`src/rtl/pc_fetch_unit.sv`:
```
// pc_fetch_unit
// -------------
// Program-counter and instruction-fetch front end. Holds the fetch PC,
// issues one instruction-memory request at a time, and buffers returned
// words with their fetch addresses in a 2-entry FIFO for the decode stage.
// A redirect (pc_load) flushes the FIFO and restarts fetch at incr_pc.
//
// Optional feature: define PC_FETCH_BYPASS_EN to present a returning word
// to decode combinationally when the FIFO is empty. A word consumed that
// way is not written into the FIFO.
//
// Ports
//   clk          in   1   clock, all state updates on posedge
//   reset        in   1   asynchronous, active-low reset
//   incr_pc      in  32   redirect target word address
//   pc_load      in   1   redirect strobe (highest priority)
//   pc           out 32   current fetch word address
//   imem_req     out  1   instruction-memory request
//   imem_addr    out 32   request address (always equal to pc)
//   imem_ack     in   1   memory response strobe, imem_rdata valid with it
//   imem_rdata   in  32   fetched instruction word
//   instr_valid  out  1   decode-side valid
//   instr_ready  in   1   decode-side ready
//   instr        out 32   instruction word at the FIFO head
//   instr_pc     out 32   fetch address of that instruction word
module pc_fetch_unit #(
  parameter logic [31:0] RESET_PC = 32'h0000_0000
) (
  input  logic        clk,
  input  logic        reset,
  input  logic [31:0] incr_pc,
  input  logic        pc_load,
  output logic [31:0] pc,
  output logic        imem_req,
  output logic [31:0] imem_addr,
  input  logic        imem_ack,
  input  logic [31:0] imem_rdata,
  output logic        instr_valid,
  input  logic        instr_ready,
  output logic [31:0] instr,
  output logic [31:0] instr_pc
);

  typedef enum logic {
    S_FETCH = 1'b0,
    S_HOLD  = 1'b1
  } state_e;

  typedef struct packed {
    logic [31:0] pc;
    logic [31:0] instr;
  } entry_t;

  state_e      state_q, state_d;
  logic        run_q;
  logic [31:0] pc_q, pc_d;
  logic [1:0]  count_q, count_d;
  logic        rd_ptr_q, wr_ptr_q;
  entry_t      mem_q [2];
  entry_t      head;

  logic fetch_ack;
  logic fifo_valid;
  logic bypass_hit;
  logic push;
  logic pop;

  // run_q keeps imem_req low while reset is held and raises it on the first
  // clock edge after release, independent of the FSM state.
  assign imem_req   = run_q && (state_q == S_FETCH);
  assign imem_addr  = pc_q;
  assign pc         = pc_q;

  assign fetch_ack  = imem_req && imem_ack;
  assign fifo_valid = (count_q != 2'd0);
  assign head       = mem_q[rd_ptr_q];

`ifdef PC_FETCH_BYPASS_EN
  assign bypass_hit = !fifo_valid && fetch_ack && !pc_load;
`else
  assign bypass_hit = 1'b0;
`endif

  // A bypassed word that decode accepts in the same cycle never enters the FIFO.
  assign push = fetch_ack && !pc_load && !(bypass_hit && instr_ready);
  assign pop  = fifo_valid && instr_ready && !pc_load;

  assign instr_valid = fifo_valid || bypass_hit;
  assign instr       = fifo_valid ? head.instr : (bypass_hit ? imem_rdata : 32'h0);
  assign instr_pc    = fifo_valid ? head.pc    : (bypass_hit ? pc_q       : 32'h0);

  // NOTE: every variable driven here gets a default first, so no path can
  // leave it unassigned and infer a latch.
  always_comb begin
    state_d = state_q;
    pc_d    = pc_q;
    count_d = count_q;

    if (pc_load) begin
      state_d = S_FETCH;
      pc_d    = incr_pc;
      count_d = 2'd0;
    end else begin
      // The PC advances on every accepted response, bypassed or buffered.
      if (fetch_ack) begin
        pc_d = pc_q + 32'd1;
      end
      count_d = count_q + {1'b0, push} - {1'b0, pop};

      // In FETCH the FIFO never holds more than one entry, so a push can
      // only fill it, never overflow it; HOLD stops requests until a pop.
      unique case (state_q)
        S_FETCH: if (push && !pop && (count_q == 2'd1)) state_d = S_HOLD;
        S_HOLD:  if (pop)                                state_d = S_FETCH;
        default: state_d = S_FETCH;
      endcase
    end
  end

  // NOTE: sequential state uses non-blocking assignments so every register
  // samples the pre-edge values regardless of statement order.
  always_ff @(posedge clk or negedge reset) begin
    if (!reset) begin
      state_q  <= S_FETCH;
      run_q    <= 1'b0;
      pc_q     <= RESET_PC;
      count_q  <= 2'd0;
      rd_ptr_q <= 1'b0;
      wr_ptr_q <= 1'b0;
    end else begin
      state_q <= state_d;
      run_q   <= 1'b1;
      pc_q    <= pc_d;
      count_q <= count_d;
      if (pc_load) begin
        rd_ptr_q <= 1'b0;
        wr_ptr_q <= 1'b0;
      end else begin
        if (push) wr_ptr_q <= ~wr_ptr_q;
        if (pop)  rd_ptr_q <= ~rd_ptr_q;
      end
    end
  end

  // NOTE: FIFO storage is deliberately not reset; the outputs are gated by
  // the occupancy count, so stale contents are never visible.
  always_ff @(posedge clk) begin
    if (push) begin
      mem_q[wr_ptr_q] <= '{pc: pc_q, instr: imem_rdata};
    end
  end

endmodule

```
`config.mk`:
```
export PLATFORM = sky130hd
export DESIGN_NAME = pc_fetch_unit
export DESIGN_NICKNAME = d
export VERILOG_FILES = /design/src/rtl/pc_fetch_unit.sv
export SDC_FILE = /design/constraint.sdc
export NUM_CORES = 1
export LEC_CHECK = 0
export BUFFER_PORTS_ARGS = -buffer_cell sky130_fd_sc_hd__buf_2
export CAP_MARGIN = 25
export CORE_UTILIZATION = 55
export DETAILED_ROUTE_END_ITERATION = 7
export GPL_TIMING_DRIVEN = 0
export PLACE_DENSITY = 0.83
export REMOVE_ABC_BUFFERS = 1
export SKIP_LAST_GASP = 1
export SLEW_MARGIN = 20
export SYNTH_ARGS = -nofsm -noshare
export SYNTH_HDL_FRONTEND = slang
export SYNTH_SLANG_ARGS = --single-unit
```
`constraint.sdc`:
```
create_clock -name clk -period 5.85 [get_ports clk]
set_clock_uncertainty 0.05 [all_clocks]
set_input_delay 0.2925 -clock clk [delete_from_list [all_inputs] [get_ports clk]]
set_output_delay 0.2925 -clock clk [all_outputs]
set_load 0.1 [all_outputs]
```
==> flow_metrics.env, run 1 <==
export IMPL_status="finished, final reports clean"
export IMPL_power_density_mw_per_mm2=371.8
export IMPL_grt_use_total_pct=23.96
export IMPL_p_leak_nw=3.568
export IMPL_timing_final_crit_share_pct=43.90
export IMPL_finalSetupTns_ns=0
export IMPL_crit_path_max_fanout=42
export IMPL_path_delay_family="buffers and inverters"
export IMPL_final_antenna_net_count=0
export IMPL_cts_root_buf="clkbuf_16"
export IMPL_worst_pin_slew_ns=0.8998
export IMPL_drc=0
export IMPL_via_per_inst=5.421
export IMPL_relSlewSlack_pct=40.01
export IMPL_hold_class="in2reg"
export IMPL_crit_chain="buf_16 -> mux2i_1 -> nor2_1 -> buf_2"
export IMPL_peakVddDrop_mv=0.2559
export IMPL_pre_cts_ws_ns=3.268
export IMPL_postCtsHoldBufs=32
export IMPL_critPathKind="reg2out"
export IMPL_clk_latency_ns=0.43
export IMPL_grt_pass1_wl_um=23860
export IMPL_die_x_um=116.8
export IMPL_synth_yosys_seq_area_share_pct=66.15
export IMPL_yosysUniqueCellTypes=39
export IMPL_clock_tree_buffer_depth=2
export IMPL_timing_fmax_mhz=389.4
export IMPL_antenna_found_initial=0
export IMPL_synth_top_family_by_area="simple AND/OR/NAND/NOR gates"
export IMPL_num_rows=41
export IMPL_cp_start_kind="flip-flop"
export IMPL_place_inst=871
export IMPL_synth_xor_area_share_pct=1.692
export IMPL_clk_pin_slew_ns=0.06
export IMPL_period_minus_slack_ns=2.568
export IMPL_rsz0062_at_grt="false"
export IMPL_diodes=0
export IMPL_synth_compound_area_share_pct=4.505
export IMPL_vias=5069
export IMPL_ys_warn_count=0
export IMPL_grt_start_max_net_pins=45
export IMPL_p_total_mw=3.407
export IMPL_cts_tree="built"
export IMPL_layout_cells_non_filler=935
export IMPL_netSwitchingFraction_pct=39.86
export IMPL_finalSetupViolCount=0
export IMPL_gr_total_overflow=0
export IMPL_area_growth_pct=26.43
export IMPL_seq_area_mm2=0.004798
export IMPL_syn_cell_area_mm2=0.007248
export IMPL_comb_power_share_pct=30.1
export IMPL_drive_gt1_share_pct=31.98
export IMPL_cts_sinks=166
export IMPL_synth_edf_count=128
export IMPL_fillers=867
export IMPL_die_area_mm2=0.01364
export IMPL_synth_fa_ha_area_share_pct=0.6905
export IMPL_drtIter0Drc=309
export IMPL_crit_slowest_cell="dfrtp_4"
export IMPL_dpl_hpwl_um=10460
export IMPL_dpl_instance_area_mm2=0.008313
export IMPL_cts_made_buffers=17
export IMPL_drt_first_pass_iters=5
export IMPL_critical_path_max_stage_delay_ns=0.71
export IMPL_ctsResizeCount=0
export IMPL_cts_htree_levels=4
export IMPL_required_ns=5.51
export IMPL_postCtsSetupRepairBufs=0
export IMPL_internal_power_mw=2.049
export IMPL_async_flop_share_pct=22.89
export IMPL_crit_buf_inv=2
export IMPL_place_congestion=0.8211
export IMPL_yosys_area_share_simple_pct=12.48
export IMPL_power_switching_mw=1.358
export IMPL_drv_slew=0
export IMPL_critPathCaptureType="output pin"
export IMPL_fin_area_mm2=0.009164
export IMPL_synth_mux_area_share_pct=8.976
export IMPL_synth_ff_type="edfxtp_1"
export IMPL_fin_nets=823
export IMPL_die_h_um=116.8
export IMPL_port_buffers=198
export IMPL_crit_arrival_ns=2.23
export IMPL_synth_cells=552
export IMPL_wl_per_cell_um=16.97
export IMPL_grt_pass1_vias=4882
export IMPL_start_util_pct=56.97
export IMPL_pwr_share_seq_pct=41.0
export IMPL_hold_viol=0
export IMPL_fin_ws_ns=3.282
export IMPL_core_mm2=0.01272
export IMPL_syn_area_per_cell_um2=13.13
export IMPL_ios=199
export IMPL_p_clk_share_pct=28.9
export IMPL_drt_wl_total_um=15870
export IMPL_multiInputGateArea_mm2=0.002078
export IMPL_cap_viol_max_count=0
export IMPL_ys_seq_elements=166
[power groups by stage]
stage / combinational (mW) / sequential, mW / clock [mW]
detailed placement: 1.01 / 1.42 / 0
CTS: 1.03 / 1.40 / 1.01
global placement: 0.977 / 1.43 / 0
finish: 1.02 / 1.40 / 0.986
floorplan: 0.509 / 1.72 / 0
global route: 1.07 / 1.40 / 1.05
[layer usage]
| metal | vias to the layer above | share of wire, % | global-route usage (%) | routed length [um] |
|---|---|---|---|---|
| met3 | 18 | 7.5 | 6.128 | 1191 |
| met2 | 234 | 51 | 42.17 | 8031 |
| li1 | 2407 | - | - | - |
| met4 | 0 | 1.1 | 8.945 | 181 |
| met5 | - | 0 | 0 | 0 |
| met1 | 2410 | 41 | 28.45 | 6462 |
[logic make-up after synthesis]
family,count (synthesis)
AND/OR/NAND/NOR,181
flip-flops,166
buffers and inverters,68
multiplexers,65
AO/OA/AOI/OAI,53
XOR/XNOR,14
adder cells (fa/ha/maj),4
other,1
[path summary, 6_finish.rpt]
check	slack [ns]	to	from	cells after the start
hold reg to reg	0.52	mem_q[0][63]	imem_addr[31]	0
hold / removal	0.02	imem_addr[15]	incr_pc[15]	3
min in group asynchronous	0.47	imem_addr[19]	reset	2
setup reg to reg	3.35	imem_addr[30]	imem_addr[0]	5
setup / recovery	3.28	instr[22]	rd_ptr_q	4
max in group asynchronous	4.62	rd_ptr_q	reset	2
[area by class of cell]
cell class                      count  area share [%]
Sequential cell                   166           52.36
Timing Repair Buffer              237           16.41
Clock buffer                       17           4.642
Clock inverter                     15           1.147
Multi-Input combinational cell    318           22.68
Inverter                           10          0.4096
Tap cell                          172           2.348
[placed cells by master, fill, tap and decap left out, types with 2 or more instances in the layout]
| master | instances |
|---|---|
| o31ai_1 | 12 |
| nand2_1 | 23 |
| nor3_1 | 2 |
| and3_1 | 2 |
| nor2_4 | 2 |
| and4_1 | 2 |
| clkbuf_16 | 17 |
| mux2i_1 | 65 |
| dfrtp_1 | 37 |
| or3_1 | 6 |
| xor2_1 | 5 |
| nand3_1 | 10 |
| nor2_1 | 91 |
| buf_16 | 7 |
| dlygate4sd3_1 | 32 |
| nand4_1 | 11 |
| ha_1 | 4 |
| clkinvlp_4 | 6 |
| edfxtp_1 | 128 |
| or4_1 | 17 |
| buf_2 | 198 |
| o21ai_0 | 18 |
| nor4_1 | 2 |
| xnor2_1 | 9 |
| a31oi_1 | 20 |
| nor2b_1 | 2 |
| or4_4 | 3 |
| inv_6 | 3 |
| inv_1 | 9 |
| clkinv_4 | 2 |
| clkinv_1 | 4 |
[worst reg2reg max path, delay by kind of cell, from the launching register on]
| kind | cells | cell delay (ns) |
|---|---|---|
| compound gates | 1 | 0.17 |
| fa+ha+maj | 1 | 0.27 |
| flops | 1 | 0.52 |
| simple gates | 3 | 1.42 |
[synthesized netlist by cell type (11+ instances only)]
cell	count	area, um2
a31oi_1	20	125.1
buf_4	33	247.7
clkbuf_1	12	45.04
dfrtp_1	38	950.9
edfxtp_1	128	3844
mux2i_1	65	650.6
nand2_1	23	86.33
nand4_1	11	68.82
nor2_1	93	349.1
o21ai_0	18	90.09
o31ai_1	12	90.09
or4_1	17	127.6
[sequential cells by signal, summed over array words and instances, names as in the netlist]
signal and flops:
mem_q 128, count_q 2, state_q 1, imem_addr 32, run_q 1, wr_ptr_q 1, rd_ptr_q 1
[through the flow]
step,hold slack (ns),util [%]
detailed placement,0.4112,65.34
finish,0.02395,72.03
global placement,0.4006,63.64
floorplan,-0.05309,-
global route,0.004312,72.03
CTS,0.002088,72.03
(Power assumes the default switching activity.)
==> inputs of run 2 (changes only) <==
ABC_AREA = 1   (was unset)
CORE_UTILIZATION = 53   (was 55)
PLACE_DENSITY = 0.8   (was 0.83)
clock period = 2.45 ns   (was 5.85 ns; I/O delays follow)
==> run 2 against run 1 <==
  * Power grew to 2.5 times the previous value
  * Area after synthesis grew 5.3%
  * Global-route usage grew 2.4 points
  * Via count grew 22%
  * Final cell count grew 28%
  * Sequential cell count is the same
  * First-iteration DRC count grew 83%
  * Hold slack gained 0.13 ns
  * Sequential share of layout area shrank 5.1 points
  * Non-clock buffer count grew 40
  * Highest routed layer unchanged
  * Synthesized cell count grew 39%
==> flow_metrics.env, run 2 <==
export IMPL_status="finished, final reports clean"
export IMPL_worst_pin_slew_ns=0.9120
export IMPL_cts_htree_levels=4
export IMPL_top_register="mem_q"
export IMPL_yosysMostFrequentCell="nand2_1"
export IMPL_clock_tree_buffer_depth=2
export IMPL_wl_per_cell_um=15.97
export IMPL_hold_ws_ns=0.1494
export IMPL_diodes=0
export IMPL_gr_total_overflow=0
export IMPL_num_rows=43
export IMPL_synthTopCellsByCount="266 x nand2_1, 128 x edfxtp_1, 71 x a21oi_1"
export IMPL_die_area_mm2=0.01489
export IMPL_required_ns=2.28
export IMPL_grt_start_max_net_pins=67
export IMPL_syn_cell_area_mm2=0.007635
export IMPL_die_x_um=122.0
export IMPL_grt_use_total_pct=26.33
export IMPL_yosysUniqueCellTypes=30
export IMPL_r2r_end="mem_q[1][9]"
export IMPL_ys_seq_elements=166
export IMPL_cts_made_buffers=17
export IMPL_crit_slowest_cell="dfrtp_4"
export IMPL_peakVddDrop_mv=0.4713
export IMPL_synthTopCellsByArea="edfxtp_1 50%, nand2_1 13%, dfrtp_1 12%, a21oi_1 4.7%, buf_4 3.4%"
export IMPL_yosys_area_top_type_share_pct=50.34
export IMPL_finalSetupViolCount=0
export IMPL_dpl_hpwl_um=11750
export IMPL_critPathCaptureType="output pin"
export IMPL_cp_start_kind="flip-flop"
export IMPL_reg2reg_depth=6
export IMPL_endpoint="instr_pc[6]"
export IMPL_die_h_um=122.0
export IMPL_drive_gt1_share_pct=26.57
export IMPL_cts_sinks=166
export IMPL_crit_chain="buf_16 -> clkinv_8 -> nand2_1 -> a21oi_1 -> buf_4"
export IMPL_crit_arrival_ns=2.15
export IMPL_startpoint="rd_ptr_q"
export IMPL_drtIter0Drc=565
export IMPL_timing_fmax_mhz=430.4
export IMPL_final_antenna_net_count=0
export IMPL_synth_ff_type="edfxtp_1"
export IMPL_start_util_pct=54.58
export IMPL_antenna_found_initial=0
export IMPL_path_delay_family="buffers and inverters"
export IMPL_worstSetupPathDepth=5
export IMPL_rsz0062_at_grt="false"
export IMPL_timing_final_crit_share_pct=94.83
export IMPL_relSlewSlack_pct=39.20
export IMPL_ios=199
export IMPL_fin_nets=1076
export IMPL_synth_edf_count=128
export IMPL_hold_viol=0
export IMPL_p_leak_nw=4.372
export IMPL_syn_area_per_cell_um2=9.954
export IMPL_drt_first_pass_iters=5
export IMPL_port_buffers=198
export IMPL_r2r_setup_slack_ns=0.15
export IMPL_place_congestion=0.8641
export IMPL_cts_root_buf="clkbuf_16"
export IMPL_grt_pass1_vias=5958
export IMPL_final_common_cell="nand2_1"
export IMPL_yosys_area_top_type="edfxtp_1"
export IMPL_critical_path_max_stage_delay_ns=0.58
export IMPL_ys_warn_count=0
export IMPL_async_flop_share_pct=22.89
export IMPL_final_cell_mix="266 x nand2_1, 134 x buf_2, 128 x edfxtp_1"
export IMPL_synth_yosys_seq_area_share_pct=62.80
export IMPL_area_growth_pct=32.97
export IMPL_vias=6200
export IMPL_hold_class="in2reg"
export IMPL_drv_slew=0
export IMPL_core_mm2=0.01399
export IMPL_reg2reg_from="state_q"
export IMPL_crit_path_max_fanout=66
export IMPL_via_per_inst=5.184
export IMPL_period_minus_slack_ns=2.323
export IMPL_largest_reg_flops=128
export IMPL_cap_viol_max_count=0
export IMPL_grt_pass1_wl_um=29510
export IMPL_power_density_mw_per_mm2=855.1
export IMPL_drt_wl_total_um=19100
export IMPL_synth_cells=767
export IMPL_drc=0
export IMPL_cts_tree="built"
export IMPL_clk_pin_slew_ns=0.07
export IMPL_critPathKind="reg2out"
export IMPL_crit_buf_inv=3
export IMPL_pre_cts_ws_ns=-0.4837
export IMPL_clk_latency_ns=0.42
export IMPL_fin_ws_ns=0.1267
[run 2: cell count changes in the layout (fill, tap and decap cells not counted), moves of 29 or more]
| cell | previous run | this run |
|---|---|---|
| a21oi_1 | 1 | 71 |
| buf_2 | 198 | 134 |
| buf_4 | 0 | 69 |
| dlygate4sd3_1 | 32 | 66 |
| inv_1 | 9 | 38 |
| mux2i_1 | 65 | 0 |
| nand2_1 | 23 | 266 |
| nand3_1 | 10 | 39 |
| nor2_1 | 91 | 49 |
[run 2: cell families (layout without fill, tap and decap cells)]
logic type	count (synthesis)	count (layout)	synth area share, %
simple gates	392	394	21.83
flops	166	166	62.80
buf+inv	103	350	6.965
compound gates	86	86	5.982
xor+xnor	15	15	1.721
fa+ha+maj	4	4	0.6555
other cells	1	1	0.04912
[run 2: final cells by class]
| type | instances | area [um2] |
|---|---|---|
| Tap cell | 180 | 225.2 |
| Fill cell | 1019 | 3836 |
| Inverter | 41 | 166.4 |
| Clock inverter | 10 | 105.1 |
| Multi-Input combinational cell | 500 | 2349 |
| Sequential cell | 166 | 4798 |
| Timing Repair Buffer | 277 | 2054 |
| Clock buffer | 22 | 454.2 |
[run 2: through the flow]
stage               util, %  total power, mW  setup TNS [ns]  instance area [um2]  instances
global placement      60.57            5.954         -706.29                 8473       1083
CTS                   72.27            8.698               0                10110       1191
global route          72.58            8.963               0                10150       1196
detailed placement    62.25            6.009          -39.65                 8707       1091
floorplan                 -            5.469         -481.08                 7257        705
finish                72.58            8.681               0                10150       1196
[run 2: what timing repair did]
action | CTS | global route
hold buffers | 66 | 0
endpoints found under the setup margin | 194 | 58
resized for setup | 67 | 1
cloned | 2 | 0
buffers inserted | 0 | 5
hold endpoints to repair | 135 | 0
pin swaps | 2 | 1
[run 2: worst register-to-register path: stages, from the launching register on]
cell and delay (ns):
dfrtp_1 0.40, nor2_2 0.14, nand2_2 0.15, nor2_4 0.33
inv_2 0.21, nor2_4 0.43, buf_12 0.26
[run 2: per-layer routing]
layer	global-route usage, %	wire length, um
met2	45.76	9764
met3	5.009	1157
met5	0	0
met4	9.954	390
met1	32.43	7782
[run 2: worst min path at each step]
stage                         end  cells after the start  slack, ns     start
floorplan              count_q[0]                      0      -0.22     reset
global placement    imem_addr[27]                      1       0.23     reset
detailed placement  imem_addr[27]                      1       0.25     reset
CTS                      wr_ptr_q                      4       0.14  imem_ack
global route             wr_ptr_q                      4       0.18  imem_ack
finish                   wr_ptr_q                      4       0.15  imem_ack
[run 2: power breakdown]
group          switching, mW  leakage (nW)  internal (mW)
combinational           2.25          2.47          0.521
sequential             0.180          1.63           3.18
clock                   1.04         0.269           1.52
==> inputs of run 3 (changes only) <==
SETUP_SLACK_MARGIN = 0.4   (was unset)
==> run 3 against run 2 <==
  * Core utilization is 2.1 points higher
  * Register-to-register slack better by 0.37 ns
  * Die area stayed put
  * Largest cell class unchanged
==> flow_metrics.env, run 3 (synthesis results as in run 2) <==
export IMPL_cp_start_kind="flip-flop"
export IMPL_grt_busiest_layer="met2"
export IMPL_die_x_um=122.0
export IMPL_place_inst=1091
export IMPL_via_per_inst=5.211
export IMPL_largest_reg_flops=128
export IMPL_crit_chain="buf_16 -> clkinv_16 -> nand2_1 -> a21oi_1 -> buf_4"
export IMPL_grt_use_met2_pct=48.41
export IMPL_area_growth_pct=36.79
export IMPL_crit_arrival_ns=1.91
export IMPL_port_buffers=198
export IMPL_place_congestion=0.8641
export IMPL_grt_use_total_pct=27.33
export IMPL_cts_root_buf="clkbuf_16"
export IMPL_seq_area_mm2=0.004798
export IMPL_drt_first_pass_iters=5
export IMPL_fillers=968
export IMPL_dpl_instance_area_mm2=0.008707
export IMPL_fin_area_mm2=0.01044
export IMPL_clock_tree_buffer_depth=2
export IMPL_grt_pass1_wl_um=30480
export IMPL_dpl_hpwl_um=11750
export IMPL_cts_htree_levels=4
export IMPL_ios=199
export IMPL_diodes=0
export IMPL_final_antenna_net_count=0
export IMPL_p_leak_nw=4.440
export IMPL_fin_nets=1079
export IMPL_clk_latency_ns=0.42
export IMPL_vias=6248
export IMPL_grt_start_max_net_pins=39
export IMPL_critPathKind="reg2out"
export IMPL_die_h_um=122.0
export IMPL_num_rows=43
export IMPL_timing_fmax_mhz=481.1
export IMPL_drtIter0Drc=483
export IMPL_drc=0
export IMPL_grt_pass1_vias=6070
export IMPL_die_area_mm2=0.01489
export IMPL_grt_util_met3_pct=4.775
export IMPL_final_cell_mix="266 x nand2_1, 134 x buf_2, 128 x edfxtp_1"
export IMPL_core_mm2=0.01399
export IMPL_crit_path_max_fanout=33
export IMPL_clk_pin_slew_ns=0.07
export IMPL_cts_made_buffers=17
export IMPL_drive_gt1_share_pct=28.07
export IMPL_wl_per_cell_um=16.64
export IMPL_cts_sinks=166
export IMPL_hold_viol=0
export IMPL_cap_viol_max_count=0
export IMPL_worst_pin_slew_ns=0.8957
export IMPL_timing_final_crit_share_pct=84.84
export IMPL_hold_class="in2reg"
export IMPL_peakVddDrop_mv=0.4594
export IMPL_required_ns=2.28
export IMPL_multiInputGateArea_mm2=0.002397
export IMPL_drt_wl_total_um=19950
export IMPL_period_minus_slack_ns=2.079
export IMPL_final_common_cell="nand2_1"
export IMPL_critPathCaptureType="output pin"
export IMPL_crit_slowest_cell="dfrtp_4"
export IMPL_layout_cells_non_filler=1199
export IMPL_relSlewSlack_pct=40.29
export IMPL_gr_total_overflow=0
export IMPL_cts_tree="built"
export IMPL_top_register="mem_q"
export IMPL_critical_path_max_stage_delay_ns=0.52
export IMPL_status="finished, final reports clean"
export IMPL_hold_ws_ns=0.1465
export IMPL_power_density_mw_per_mm2=843.4
export IMPL_start_util_pct=54.58
export IMPL_finalSetupViolCount=0
export IMPL_drv_slew=0
export IMPL_antenna_found_initial=0
export IMPL_rsz0062_at_grt="true"
export IMPL_grt_use_met1_pct=32.85
==> run 3: cell count changes in the layout (fill, tap and decap cells not counted) <==
cell,change
buf_4,-39
buf_6,+39
a21oi_1,-13
a21oi_2,+13
clkinv_16,+2
buf_12,+1
bufbuf_16,+1
clkinv_8,-1
==> run 3: cell type report <==
type / count / share of cell area, %
Timing Repair inverter: 1 / 0.2875
Clock buffer: 22 / 4.349
Inverter: 41 / 1.725
Multi-Input combinational cell: 500 / 22.95
Tap cell: 180 / 2.156
Clock inverter: 10 / 1.006
Sequential cell: 166 / 45.94
Timing Repair Buffer: 279 / 21.58
==> run 3: worst paths after layout <==
| path | endpoint | slack, ns | cells past startpoint | start |
|---|---|---|---|---|
| setup / recovery | instr[27] | 0.37 | 5 | rd_ptr_q |
| hold / removal | wr_ptr_q | 0.15 | 4 | imem_ack |
| setup reg to reg | mem_q[0][30] | 0.52 | 7 | state_q |
| hold reg to reg | state_q | 0.52 | 2 | state_q |
| max in group asynchronous | rd_ptr_q | 1.37 | 2 | reset |
| min in group asynchronous | imem_addr[27] | 0.32 | 2 | reset |
==> run 3: critical path: cells and delay by family, from the launching register on <==
kind	cells	cell delay (ns)
flops	1	0.52
simple gates	1	0.08
compound gates	1	0.18
buf+inv	3	0.65
==> run 3: power by group <==
part | internal [mW] | switching (mW)
clock | 1.52 | 1.04
sequential | 3.18 | 0.174
combinational | 0.595 | 2.30
==> run 3: timing repair <==
action                                 in CTS  in global routing
setup endpoints to repair                 201                 63
hold buffers                               66                  0
endpoints found under the hold margin     135                  0
pin swaps                                   4                  0
gates cloned                                4                  0
setup buffers                               6                  0
gates resized for setup                    85                 44
==> run 3: through the flow <==
step                      setup slack, ns  TNS [ns]  total power, mW  utilization, %
after floorplan                    -2.898   -481.08            5.469               -
after global placement             -4.127   -706.29            5.954           60.57
after detailed placement          -0.4837    -39.65            6.009           62.25
after CTS                          0.4034         0            8.759           73.38
after global routing               0.3281         0            9.081           74.66
final                              0.3714         0            8.809           74.66
==> run 3: layer usage <==
| metal | wire length [um] | up-vias |
|---|---|---|
| met4 | 370 | 0 |
| met1 | 8141 | 2986 |
| met5 | 0 | - |
| met3 | 1117 | 31 |
| li1 | - | 2986 |
| met2 | 10320 | 245 |
